### src/rtl/cg_tlb_fully_associative_pkg.sv
// Shared types and helpers for the fully-associative Sv39 TLB.
// Entry field widths follow the default address widths of the block.
package cg_tlb_pkg;

    localparam int PAGE_OFFSET_WIDTH = 12;
    localparam int TLB_VADDR_WIDTH   = 39;
    localparam int TLB_PADDR_WIDTH   = 56;
    localparam int TLB_ASID_WIDTH    = 16;
    localparam int VPN_WIDTH         = TLB_VADDR_WIDTH - PAGE_OFFSET_WIDTH;
    localparam int PPN_WIDTH         = TLB_PADDR_WIDTH - PAGE_OFFSET_WIDTH;

    typedef struct packed {
        logic                      valid;
        logic                      is_global;
        logic [TLB_ASID_WIDTH-1:0] asid;
        logic [VPN_WIDTH-1:0]      vpn;
        logic [PPN_WIDTH-1:0]      ppn;
    } tlb_entry_t;

    // An entry matches when it is valid, the VPN is equal and the ASID agrees.
    // any_asid lets the fill path treat an incoming global entry as matching
    // every ASID, so a global refill replaces an existing per-ASID copy.
    function automatic logic tlb_entry_hit(
        input tlb_entry_t                e,
        input logic [VPN_WIDTH-1:0]      vpn,
        input logic [TLB_ASID_WIDTH-1:0] asid,
        input logic                      any_asid
    );
        return e.valid && (e.vpn == vpn) && (e.is_global || any_asid || (e.asid == asid));
    endfunction

endpackage

### src/rtl/cg_tlb_fully_associative_if.sv
// Lookup, fill and flush signals between the core/PTW and the TLB.
// Handshake: a lookup is accepted every cycle i_vaddr_valid is high and is
// answered exactly one cycle later by either o_paddr_valid or o_tlb_miss;
// the TLB never stalls, so there is no ready signal. Fills and flushes are
// likewise single-cycle strobes that are always accepted.
interface cg_tlb_fully_associative_if
    import cg_tlb_pkg::*;
#(
    parameter int VADDR_WIDTH = TLB_VADDR_WIDTH,
    parameter int PADDR_WIDTH = TLB_PADDR_WIDTH,
    parameter int ASID_WIDTH  = TLB_ASID_WIDTH
);

    logic                    i_vaddr_valid;
    logic [VADDR_WIDTH-1:0]  i_vaddr;
    logic [ASID_WIDTH-1:0]   i_asid;
    logic                    o_paddr_valid;
    logic [PADDR_WIDTH-1:0]  o_paddr;
    logic                    o_tlb_miss;
    logic                    i_fill_valid;
    logic [VADDR_WIDTH-13:0] i_fill_vpn;
    logic [PADDR_WIDTH-13:0] i_fill_ppn;
    logic [ASID_WIDTH-1:0]   i_fill_asid;
    logic                    i_fill_global;
    logic                    i_flush;

    modport master (
        output i_vaddr_valid, i_vaddr, i_asid,
        output i_fill_valid, i_fill_vpn, i_fill_ppn, i_fill_asid, i_fill_global,
        output i_flush,
        input  o_paddr_valid, o_paddr, o_tlb_miss
    );

    modport slave (
        input  i_vaddr_valid, i_vaddr, i_asid,
        input  i_fill_valid, i_fill_vpn, i_fill_ppn, i_fill_asid, i_fill_global,
        input  i_flush,
        output o_paddr_valid, o_paddr, o_tlb_miss
    );

endinterface

### src/rtl/cg_tlb_fully_associative_match.sv
// Combinational compare of every TLB entry against one VPN/ASID pair.
// Produces a hit vector and the OR of the PPNs of hitting entries, which is
// the single hitting PPN as long as at most one entry matches.
module cg_tlb_match
    import cg_tlb_pkg::*;
#(
    parameter int NUM_ENTRIES = 8
) (
    input  tlb_entry_t                entries [NUM_ENTRIES],
    input  logic [VPN_WIDTH-1:0]      vpn,
    input  logic [TLB_ASID_WIDTH-1:0] asid,
    input  logic                      any_asid,
    output logic [NUM_ENTRIES-1:0]    hit_vec,
    output logic [PPN_WIDTH-1:0]      hit_ppn
);

    // Compare all entries in parallel and merge the matching PPN.
    always_comb begin
        hit_vec = '0;
        hit_ppn = '0;
        for (int i = 0; i < NUM_ENTRIES; i++) begin
            hit_vec[i] = tlb_entry_hit(entries[i], vpn, asid, any_asid);
            if (hit_vec[i]) begin
                hit_ppn = hit_ppn | entries[i].ppn;
            end
        end
    end

endmodule

### src/rtl/cg_tlb_fully_associative.sv
// Fully-associative TLB: one lookup per cycle with a registered one-cycle
// result, one PTW fill per cycle, and a whole-array flush.
module cg_tlb_fully_associative
    import cg_tlb_pkg::*;
#(
    parameter int VADDR_WIDTH = TLB_VADDR_WIDTH,
    parameter int PADDR_WIDTH = TLB_PADDR_WIDTH,
    parameter int ASID_WIDTH  = TLB_ASID_WIDTH,
    parameter int NUM_ENTRIES = 8
) (
    input logic                        i_clk,
    input logic                        i_rst,
    cg_tlb_fully_associative_if.slave  bus
);

    localparam int IDX_W = $clog2(NUM_ENTRIES);

    tlb_entry_t                entries [NUM_ENTRIES];
    logic [IDX_W-1:0]          victim_ptr;

    logic [VPN_WIDTH-1:0]      look_vpn;
    logic [PAGE_OFFSET_WIDTH-1:0] look_offset;
    logic [NUM_ENTRIES-1:0]    look_hit_vec;
    logic [PPN_WIDTH-1:0]      look_ppn;
    logic                      look_hit;

    logic [NUM_ENTRIES-1:0]    dup_vec;
    logic [PPN_WIDTH-1:0]      dup_ppn_unused;
    logic [IDX_W-1:0]          fill_idx;
    logic                      fill_replace;

    logic                      paddr_valid_q;
    logic [PADDR_WIDTH-1:0]    paddr_q;
    logic                      tlb_miss_q;

    assign look_vpn    = bus.i_vaddr[VADDR_WIDTH-1:PAGE_OFFSET_WIDTH];
    assign look_offset = bus.i_vaddr[PAGE_OFFSET_WIDTH-1:0];
    assign look_hit    = |look_hit_vec;

    cg_tlb_match #(.NUM_ENTRIES(NUM_ENTRIES)) u_look_match (
        .entries  (entries),
        .vpn      (look_vpn),
        .asid     (bus.i_asid),
        .any_asid (1'b0),
        .hit_vec  (look_hit_vec),
        .hit_ppn  (look_ppn)
    );

    // The fill path reuses the matcher to find an existing copy of the
    // incoming translation so a refill never creates a second hitting entry.
    cg_tlb_match #(.NUM_ENTRIES(NUM_ENTRIES)) u_fill_match (
        .entries  (entries),
        .vpn      (bus.i_fill_vpn),
        .asid     (bus.i_fill_asid),
        .any_asid (bus.i_fill_global),
        .hit_vec  (dup_vec),
        .hit_ppn  (dup_ppn_unused)
    );

    // Pick the fill slot: existing copy, else lowest invalid, else victim.
    always_comb begin
        logic found;
        found        = 1'b0;
        fill_idx     = '0;
        fill_replace = 1'b0;
        for (int i = 0; i < NUM_ENTRIES; i++) begin
            if (!found && dup_vec[i]) begin
                fill_idx = i[IDX_W-1:0];
                found    = 1'b1;
            end
        end
        for (int i = 0; i < NUM_ENTRIES; i++) begin
            if (!found && !entries[i].valid) begin
                fill_idx = i[IDX_W-1:0];
                found    = 1'b1;
            end
        end
        if (!found) begin
            fill_idx     = victim_ptr;
            fill_replace = 1'b1;
        end
    end

    // Register lookup results and update the entry array; flush beats fill.
    always_ff @(posedge i_clk) begin
        if (i_rst) begin
            for (int i = 0; i < NUM_ENTRIES; i++) begin
                entries[i] <= '0;
            end
            victim_ptr    <= '0;
            paddr_valid_q <= 1'b0;
            paddr_q       <= '0;
            tlb_miss_q    <= 1'b0;
        end else begin
            paddr_valid_q <= bus.i_vaddr_valid && look_hit;
            tlb_miss_q    <= bus.i_vaddr_valid && !look_hit;
            paddr_q       <= (bus.i_vaddr_valid && look_hit) ? {look_ppn, look_offset} : '0;
            if (bus.i_flush) begin
                for (int i = 0; i < NUM_ENTRIES; i++) begin
                    entries[i].valid <= 1'b0;
                end
                victim_ptr <= '0;
            end else if (bus.i_fill_valid) begin
                entries[fill_idx] <= '{
                    valid:     1'b1,
                    is_global: bus.i_fill_global,
                    asid:      bus.i_fill_asid,
                    vpn:       bus.i_fill_vpn,
                    ppn:       bus.i_fill_ppn
                };
                if (fill_replace) begin
                    victim_ptr <= victim_ptr + IDX_W'(1);
                end
            end
        end
    end

    assign bus.o_paddr_valid = paddr_valid_q;
    assign bus.o_paddr       = paddr_q;
    assign bus.o_tlb_miss    = tlb_miss_q;

endmodule

### src/flat_wrapper.sv
// flat-port wrapper written by rule: the top's interface ports become plain ports
module cg_tlb_fully_associative_flat import cg_tlb_pkg::*;
#(
    parameter int VADDR_WIDTH = TLB_VADDR_WIDTH,
    parameter int PADDR_WIDTH = TLB_PADDR_WIDTH,
    parameter int ASID_WIDTH  = TLB_ASID_WIDTH,
    parameter int NUM_ENTRIES = 8
)
  (i_clk, i_rst, bus_i_vaddr_valid, bus_i_vaddr, bus_i_asid, bus_i_fill_valid, bus_i_fill_vpn, bus_i_fill_ppn, bus_i_fill_asid, bus_i_fill_global, bus_i_flush, bus_o_paddr_valid, bus_o_paddr, bus_o_tlb_miss);
  cg_tlb_fully_associative_if #(.VADDR_WIDTH(VADDR_WIDTH), .PADDR_WIDTH(PADDR_WIDTH), .ASID_WIDTH(ASID_WIDTH)) bus_i ();
  input logic i_clk;
  input logic i_rst;
  input wire logic [$bits(bus_i.i_vaddr_valid)-1:0] bus_i_vaddr_valid;
  input wire logic [$bits(bus_i.i_vaddr)-1:0] bus_i_vaddr;
  input wire logic [$bits(bus_i.i_asid)-1:0] bus_i_asid;
  input wire logic [$bits(bus_i.i_fill_valid)-1:0] bus_i_fill_valid;
  input wire logic [$bits(bus_i.i_fill_vpn)-1:0] bus_i_fill_vpn;
  input wire logic [$bits(bus_i.i_fill_ppn)-1:0] bus_i_fill_ppn;
  input wire logic [$bits(bus_i.i_fill_asid)-1:0] bus_i_fill_asid;
  input wire logic [$bits(bus_i.i_fill_global)-1:0] bus_i_fill_global;
  input wire logic [$bits(bus_i.i_flush)-1:0] bus_i_flush;
  output wire logic [$bits(bus_i.o_paddr_valid)-1:0] bus_o_paddr_valid;
  output wire logic [$bits(bus_i.o_paddr)-1:0] bus_o_paddr;
  output wire logic [$bits(bus_i.o_tlb_miss)-1:0] bus_o_tlb_miss;
  assign bus_i.i_vaddr_valid = bus_i_vaddr_valid;
  assign bus_i.i_vaddr = bus_i_vaddr;
  assign bus_i.i_asid = bus_i_asid;
  assign bus_i.i_fill_valid = bus_i_fill_valid;
  assign bus_i.i_fill_vpn = bus_i_fill_vpn;
  assign bus_i.i_fill_ppn = bus_i_fill_ppn;
  assign bus_i.i_fill_asid = bus_i_fill_asid;
  assign bus_i.i_fill_global = bus_i_fill_global;
  assign bus_i.i_flush = bus_i_flush;
  assign bus_o_paddr_valid = bus_i.o_paddr_valid;
  assign bus_o_paddr = bus_i.o_paddr;
  assign bus_o_tlb_miss = bus_i.o_tlb_miss;
  cg_tlb_fully_associative #(.VADDR_WIDTH(VADDR_WIDTH), .PADDR_WIDTH(PADDR_WIDTH), .ASID_WIDTH(ASID_WIDTH), .NUM_ENTRIES(NUM_ENTRIES)) u_core (.i_clk(i_clk), .i_rst(i_rst), .bus(bus_i));
endmodule
### config.mk
export PLATFORM = sky130hd
export DESIGN_NAME = cg_tlb_fully_associative_flat
export DESIGN_NICKNAME = d
export VERILOG_FILES = /design/src/rtl/cg_tlb_fully_associative_pkg.sv /design/src/rtl/cg_tlb_fully_associative_if.sv /design/src/rtl/cg_tlb_fully_associative_match.sv /design/src/rtl/cg_tlb_fully_associative.sv /design/src/flat_wrapper.sv
export SDC_FILE = /design/constraint.sdc
export NUM_CORES = 2
export LEC_CHECK = 0
export ABC_CLOCK_PERIOD_IN_PS = 3600
export BUFFER_PORTS_ARGS = -buffer_cell sky130_fd_sc_hd__clkbuf_2
export CORE_MARGIN = 3
export CORE_UTILIZATION = 52
export DETAILED_ROUTE_END_ITERATION = 7
export PLACE_DENSITY = 0.77
export SLEW_MARGIN = 30
export SYNTH_ARGS = -nofsm -noshare
export SYNTH_HDL_FRONTEND = slang
export SYNTH_HIERARCHICAL = 1
export SYNTH_SLANG_ARGS = --single-unit
### constraint.sdc
create_clock -name i_clk -period 3.6 [get_ports i_clk]
set_clock_uncertainty 0.05 [all_clocks]
set_input_delay 0.18 -clock i_clk [delete_from_list [all_inputs] [get_ports i_clk]]
set_output_delay 0.18 -clock i_clk [all_outputs]
set_load 0.01 [all_outputs]
==> impl_metrics.toml <==
[sta]
final-setup-viol-count = 32
worstMarginPinSlew_ns = 1.06
finalCriticalPeriod_ns = 3.66
post-route-period-util = 1.02
layout_setup_ws_ns = -0.0609
slew_violations = 0
rsz0062_at_grt = "true"
slew_headroom = 0.290
max_freq_mhz = 273
finalHoldViolCount = 0

[cells_and_area]
mostFrequentLayoutCells = "dfxtp_1 (760), nand2b_1 (531), mux2i_1 (439)"
syn2layout_area_growth_pct = 18.7
final_nets = 5217
final_layout_size_suffix_gt1_frac = 0.154
final_common_cell = "dfxtp_1"
fill_cells = 6712

[route]
vias = 41651
dr.pass1.iters = 7
wl_per_cell_um = 26.9
ant_nets = 0
drt_iter0_drc = 5867
wirelength_mm = 167
viasPerCell = 6.70
drc = 0

[worst_setup_path]
critPathBufInv = 3
critical-path-slowest-cell = "or4_4"
cpLargestDelayFamily = "simple AND/OR/NAND/NOR gates"
worstSetupEndpointType = "register"
start_kind = "register"
crit_chain = "xnor2_1, nand4_1, nor4_2, or3_4, and4_4, or4_4, or4_4, nor4_4, buf_6, o21ai_4, buf_12, buf_6, mux2i_1"
critPathMaxStageDelay_ns = 0.56
cp_data_arrival_time_ns = 4.15
crit_type = "reg -> reg"
crit_required_ns = 4.09
critPathMaxFanout = 8

[die]
fp.dieW_um = 295
start_util = 0.527
die_area_um2 = 87100
io_pins = 206
core-area_um2 = 82500
row_count = 105
die_y_um = 295

[pwr]
power.density_nw_per_um2 = 390
power_leakage_nw = 19.8
internal_power_mw = 14.9
pwr-share-seq = 0.431
power_frac_clock = 0.470
netSwitchingFraction = 0.261
p_total_mw = 20.1
power_frac_comb = 0.099
ir_drop_mv = 0.327
p_switching_mw = 5.25

[clock_tree]
clkTransAtPathRegs_ns = 0.06
cts_buffer_depth = 3
root_buffer = "clkbuf_16"
htreeDepth = 3
numCtsBuffers = 85
cts_tree = "yes"
cts_sinks = 773
clk_latency_ns = 0.67

[place]
dp_slack_ns = -0.361
dp_hpwl_mm = 101
portBuffers = 205
gp_congestion = 1.03

[global_routing]
first_global_vias = 40224
overflow = 0
antenna_found_initial = 6
grt_pass1_wl_mm = 244
grt_usage = 0.360
grt_max_degree = 115

[logic_synthesis]
netlist_area_um2 = 43500
post_synth.cell_area_avg_um2 = 8.87
syn_nets = 5049
ys_warn_count = 6
postSynthCellCount = 4900

[job]
maxCapViolations = 0

[status]
violations = "setup timing"
status = "finished with violations"

[worst_hold_path]
hold_path.class = "in -> reg"
[worst min-delay path, cell delays in order]
cell and delay [ns]:
clkbuf_2 0.18, buf_12 0.20, nand3_1 0.07, a21oi_1 0.05
[power by group through the flow]
stage / logic (mW) / registers, mW / clock network (mW)
6_report: 2.00 / 8.66 / 9.46
5_1_grt: 2.05 / 8.67 / 9.80
4_1_cts: 1.89 / 8.66 / 9.45
3_5_place_dp: 1.80 / 8.85 / 0
3_3_place_gp: 1.79 / 8.85 / 0
2_1_floorplan: 1.08 / 8.84 / 0
[cell type report]
cell class / instances / area (um^2) / share of cell area
Antenna cell: 5 / 12.5 / 0.000242
Sequential cell: 773 / 15500 / 0.300
Inverter: 3 / 11.3 / 0.000218
Tap cell: 1070 / 1340 / 0.0259
Clock buffer: 130 / 2620 / 0.0507
Multi-Input combinational cell: 3576 / 26000 / 0.503
Timing Repair Buffer: 629 / 5760 / 0.112
Clock inverter: 30 / 427 / 0.00827
[per-layer routing]
metal / track usage / share of wire / up-vias
li1: - / - / 17882
met1: 0.451 / 0.37 / 19720
met2: 0.551 / 0.43 / 3196
met3: 0.0947 / 0.13 / 851
met4: 0.229 / 0.074 / 2
met5: 0 / 0.000078 / -
[repair_timing]
action,in CTS,in global routing
pin swaps,0,16
buffers inserted,0,10
cloned,0,10
setup endpoints to repair,612,683
gates resized for setup,14,57
hold buffers,81,0
endpoints found under the hold margin,428,0
[flip-flops by register name, indices dropped and copies added (netlist names)]
name and cells:
u_core/entries 712, u_core/bus.o_tlb_miss 1, u_core/bus.o_paddr 56, u_core/bus.o_paddr_valid 1, u_core/victim_ptr 3
[stage by stage]
step / area, um^2 / std cells / utilization / TNS [ns] / hold slack [ns]
floorplan: 43500 / 4900 / - / 0 / 0.252
global placement: 47200 / 5955 / 0.572 / -114.98 / 0.329
detailed placement: 47200 / 5955 / 0.572 / -132.28 / 0.334
CTS: 51100 / 6196 / 0.620 / -0.00483 / 0.00243
global route: 51600 / 6211 / 0.625 / -2.79 / 0.0406
finish: 51600 / 6216 / 0.626 / -1.14 / 0.0185
[final timing paths]
path	depth (start not counted)	from	to	slack [ns]
min reg2reg	2	u_core/entries[658]	u_core/entries[658]	0.42
min	4	bus_i_fill_vpn[5]	u_core/entries[227]	0.02
max	13	u_core/entries[529]	u_core/entries[477]	-0.06
max reg2reg	13	u_core/entries[529]	u_core/entries[477]	-0.06
(Power assumes the default switching activity.)
